### config.mk
export PLATFORM = sky130hd
export DESIGN_NAME = pkt_fifo
export DESIGN_NICKNAME = d
export VERILOG_FILES = /design/src/rtl/pkt_fifo.sv
export SDC_FILE = /design/constraint.sdc
export NUM_CORES = 2
export LEC_CHECK = 0
export CAP_MARGIN = 40
export CELL_PAD_IN_SITES_DETAIL_PLACEMENT = 1
export CELL_PAD_IN_SITES_GLOBAL_PLACEMENT = 1
export CORE_MARGIN = 3
export CORE_UTILIZATION = 47
export CTS_CLUSTER_SIZE = 28
export DETAILED_ROUTE_END_ITERATION = 10
export GPL_TIMING_DRIVEN = 0
export PLACE_DENSITY_LB_ADDON = 0.1
export SYNTH_ARGS = -nofsm -noshare
export SYNTH_HDL_FRONTEND = slang
export SYNTH_SLANG_ARGS = --single-unit
### constraint.sdc
create_clock -name clk -period 4.5 [get_ports clk]
set_input_delay 0.9 -clock clk [delete_from_list [all_inputs] [get_ports clk]]
set_output_delay 0.9 -clock clk [all_outputs]
set_load 0.01 [all_outputs]
### src/rtl/pkt_fifo.sv
// Single-clock first-word-fall-through packet FIFO with sticky overflow/underflow flags.
// Optional macro PKT_FIFO_DROP_CNT_EN adds a saturating 16-bit dropped-write counter (drop_cnt).
module pkt_fifo #(
  parameter int DATA_W       = 32,
  parameter int DEPTH        = 64,
  parameter int AFULL_THRESH = DEPTH - 4
) (
  input  logic                     clk,
  input  logic                     reset,
  input  logic                     wr_to_fifo,
  input  logic [DATA_W-1:0]        fifo_in,
  output logic                     almost_full,
  output logic                     full,
  input  logic                     rd_en,
  output logic [DATA_W-1:0]        rd_data,
  output logic                     empty,
  output logic [$clog2(DEPTH):0]   level,
  input  logic                     flush,
  output logic                     overflow,
  output logic                     underflow,
`ifdef PKT_FIFO_DROP_CNT_EN
  output logic [15:0]              drop_cnt,
`endif
  input  logic                     clr_flags
);

  localparam int AW = $clog2(DEPTH);
  localparam int LW = AW + 1;

  typedef struct packed {
    logic wr_acc;
    logic rd_acc;
    logic ovf;
    logic udf;
  } evt_t;

  logic [DATA_W-1:0] mem [DEPTH];
  logic [AW-1:0]     wr_ptr, rd_ptr;
  evt_t              evt;

  // flush swallows any concurrent request, so it can never raise a flag
  always_comb begin
    evt        = '0;
    evt.wr_acc = wr_to_fifo & ~flush & ~full;
    evt.rd_acc = rd_en & ~flush & ~empty;
    evt.ovf    = wr_to_fifo & ~flush & full;
    evt.udf    = rd_en & ~flush & empty;
  end

  assign empty       = (level == '0);
  assign full        = (level == LW'(DEPTH));
  assign almost_full = (level >= LW'(AFULL_THRESH));
  assign rd_data     = mem[rd_ptr];

  // Storage is deliberately not reset
  always_ff @(posedge clk) begin
    if (evt.wr_acc) mem[wr_ptr] <= fifo_in;
  end

  always_ff @(posedge clk or negedge reset) begin
    if (!reset) begin
      wr_ptr <= '0;
      rd_ptr <= '0;
      level  <= '0;
    end else if (flush) begin
      wr_ptr <= '0;
      rd_ptr <= '0;
      level  <= '0;
    end else begin
      if (evt.wr_acc) wr_ptr <= wr_ptr + 1'b1;
      if (evt.rd_acc) rd_ptr <= rd_ptr + 1'b1;
      case ({evt.wr_acc, evt.rd_acc})
        2'b10:   level <= level + 1'b1;
        2'b01:   level <= level - 1'b1;
        default: level <= level;
      endcase
    end
  end

  // A new error in the clearing cycle wins over clr_flags
  always_ff @(posedge clk or negedge reset) begin
    if (!reset) begin
      overflow  <= 1'b0;
      underflow <= 1'b0;
    end else begin
      overflow  <= (overflow & ~clr_flags) | evt.ovf;
      underflow <= (underflow & ~clr_flags) | evt.udf;
    end
  end

`ifdef PKT_FIFO_DROP_CNT_EN
  always_ff @(posedge clk or negedge reset) begin
    if (!reset) begin
      drop_cnt <= '0;
    end else if (clr_flags) begin
      drop_cnt <= evt.ovf ? 16'd1 : 16'd0;
    end else if (evt.ovf && drop_cnt != 16'hFFFF) begin
      drop_cnt <= drop_cnt + 16'd1;
    end
  end
`endif

endmodule

==> impl_results.md <==
- Pre-Repair DR Iteration Count: 5
- Final ANT Viol Nets: 0
- RSZ-0062 raised after global routing: yes
- Post-route cell area: 95350 um^2
- P_leak: 29.07 nW
- Total Routing Usage GR: 27.16%
- Setup violators final: 30
- CP max stage cell: mux4_2
- Htree depth: 4
- I/O pin total: approximately 80
- Port buffer count: 81
- Post-Layout Cell Count: between 6000 and 7000
- Total grt overflow: 0
- Die Area: between 150000 and 200000 um^2
- DP HPWL: 158.8 mm
- Starting Density: approximately 47%
- CTS Root Cell: clkbuf_16
- Area Growth Syn to Fin: 20.09%
- Worst slew pin tran: 921.7 ps
- Clk_lat worst skew: 840 ps
- Cell total after placement: 5913
- Vias/cell: between 6 and 7
- Achievable Freq: between 200 and 250 MHz
- Critical Path AT: 3790 ps
- CP required: ~3600 ps
- Syn Area/Cell: 22.82 um^2
- Placed cell area: 86000 um^2
- Final min period: 4688 ps
- Pint: about 0.036 W
- Largest net degree at the start of global routing: 57
- CTS Hold Bufs: 0
- Worst min path class: input pin to asynchronous set/reset pin
- Logic gate share of total power: 22.1%
- Worst setup SP type: flip-flop
- Slew HR: 38.36%
- Post-synth EDFFs: around 2000
- Post-layout util: around 57%
- Post-synth cell types: 59
- Height of the chip: 417.0 um
- R2R Setup Slk: 380 ps
- Clk pwr share: between 30% and 40%
- Final count of pins violating max slew: 0
- Aggregate routed wire length: ~230 mm
- Final WS setup: -187.7 ps
- Status: finished, violations left
- Crit share post-route: 104.2%
- DRC: 0
- CP Class: flip-flop to output port
- Post-synthesis register bit count: slightly above 2000
- Share of layout cells above drive strength 1: 35.87%
- Max Cap Viol: 0
- Cts bufs inserted: approximately 210
- Leading cell types in the layout, fill and taps excluded: edfxtp_1, mux4_2, clkbuf_16, buf_12, nor2_1
- Failing checks: setup timing
- Sequential share of the synthesized area: 78.12%
- Dominant synthesized flop cell: edfxtp_1
- CP Cell Sequence: buf_12, buf_16, buf_12, buf_6, mux4_2, mux4_2, o2111ai_4, o41ai_4, buf_2
- Pwr Total: 0.04846 W
- Switch Pwr: 0.01264 W
- CTS tree: built
- Final hold violation count: 0
- Worst Skew: ~23 ps
- Initial DRC Count: 5015
- Placement row count: 150
- Synth Warn #: 0
- Routability cong.: 0.8673
- Worst-case clock buffer depth: 3
- Sw frac: between 20% and 30%
- Crit. End Element: output port
- Chip width: approximately 420 um
- Mapped Nets: 3521
- Crit path largest cell delay: 600 ps
- Peak VDD IR: 0.0005550 V
- Sequential Power Share: 44.0%
- Async SR Flop Fraction: 1.015%
- Clock sink total: 2069
- Global-route wire length before repair: 328.4 mm
- Most common cell after layout, fill and taps aside: edfxtp_1
- Worst-path clk slew: 60 ps
- Initial antenna violation count: 12
- Via Count: 39819
- Fin Setup TNS: -3039 ps
- Vias in the first global route: 41885
- PD cells: 508.2 nW/um^2
- Largest fanout on the critical path: 8
- Fill cell count: approximately 14000
- Mapped Area: 79400 um^2
- Gate count of the mapped netlist: 3479
- Routed WL per cell: ~37 um
- Area of the core: 167600 um^2
- Nets@finish: 4013
repair_timing:
| item | 4_1_cts | 5_1_grt |
|---|---|---|
| buffers inserted | 24 | 37 |
| endpoints found under the setup margin | 32 | 32 |
| resized for setup | 633 | 61 |
| pin swaps | 36 | 30 |
| cloned | 6 | 2 |
worst paths after layout:
path	start	endpoint	cells past startpoint
worst max-delay path	rd_ptr[0]	rd_data[23]	9
worst min-delay path	reset	underflow	1
worst max register to register	level[2]	mem[2][13]	8
worst min register to register	overflow	overflow	2
max in group asynchronous	reset	rd_ptr[3]	2
min in group clk	fifo_in[29]	mem[41][29]	1
critical path, delay by kind of cell, from the launching register on:
| family | cells | cell delay (ps) |
|---|---|---|
| AO/OA/AOI/OAI | 2 | 590 |
| buffers and inverters | 5 | 810 |
| flip-flops | 1 | 410 |
| multiplexers | 2 | 1110 |
per-stage QoR:
step	hold slack (ps)	worst slack (ps)
final	414.8	-187.7
after floorplan	553.9	864.9
after detailed placement	542.5	-1105
after CTS	359.2	-246.7
after global placement	520.4	-2549
after global routing	383.8	-247.9
power groups by stage:
stage               Combinational, W  Sequential (W)  Clock (W)
finish                        0.0107          0.0213     0.0164
global route                  0.0112          0.0213     0.0175
CTS                           0.0105          0.0213     0.0166
detailed placement           0.00911          0.0217          0
global placement             0.00875          0.0218          0
floorplan                    0.00568          0.0217          0
cell type report:
| cell class | count | area (um^2) | share of cell area (%) |
|---|---|---|---|
| repair buffers | 287 | 4015 | 4.211 |
| well taps | 2204 | 2758 | 2.892 |
| multi-input cells | 1195 | 18320 | 19.22 |
| clock buffers | 274 | 5578 | 5.850 |
| flip-flops and latches | 2069 | 62030 | 65.05 |
| plain buffers | 197 | 1793 | 1.880 |
| diodes | 4 | 10.01 | 0.01050 |
| inverters | 12 | 45.04 | 0.04724 |
| clock inverters | 109 | 798.3 | 0.8372 |
synth_stat cells (28+ instances only):
cell type	n	area [um^2]
o22ai_1	60	375.4
clkbuf_1	88	330.3
edfxtp_1	2048	61500
nor2_1	173	649.4
o41ai_1	28	245.2
mux4_2	546	12300
a211oi_1	32	240.2
o2111ai_1	28	245.2
and2_1	29	181.4
mux2i_1	73	730.7
buf_2	53	265.3
o21ai_0	35	175.2
nand3_1	72	360.4
buf_4	29	217.7
buf_1	28	105.1
layer usage:
metal / routed length, um / track usage (%) / vias up
met5: 27 / 0 / -
met4: 8076 / 8.957 / 4
met3: 14340 / 4.169 / 374
met2: 117900 / 45.37 / 1540
met1: 93440 / 37.00 / 22032
li1: - / - / 15869
registers in the layout, summed over array words and instances (netlist names):
signal and flops:
rd_ptr 6, wr_ptr 6, underflow 1, mem 2048, level 7, overflow 1
kinds of logic after synthesis:
| logic type | Yosys count | synth area share (%) |
|---|---|---|
| adder cells (fa/ha/maj) | 4 | 0.06304 |
| AO/OA/AOI/OAI | 213 | 1.935 |
| multiplexers | 621 | 16.44 |
| buffers and inverters | 215 | 1.284 |
| AND/OR/NAND/NOR | 346 | 2.041 |
| XOR/XNOR | 11 | 0.1213 |
| flip-flops | 2069 | 78.12 |
No activity file was read; power rests on OpenSTA's default activity.
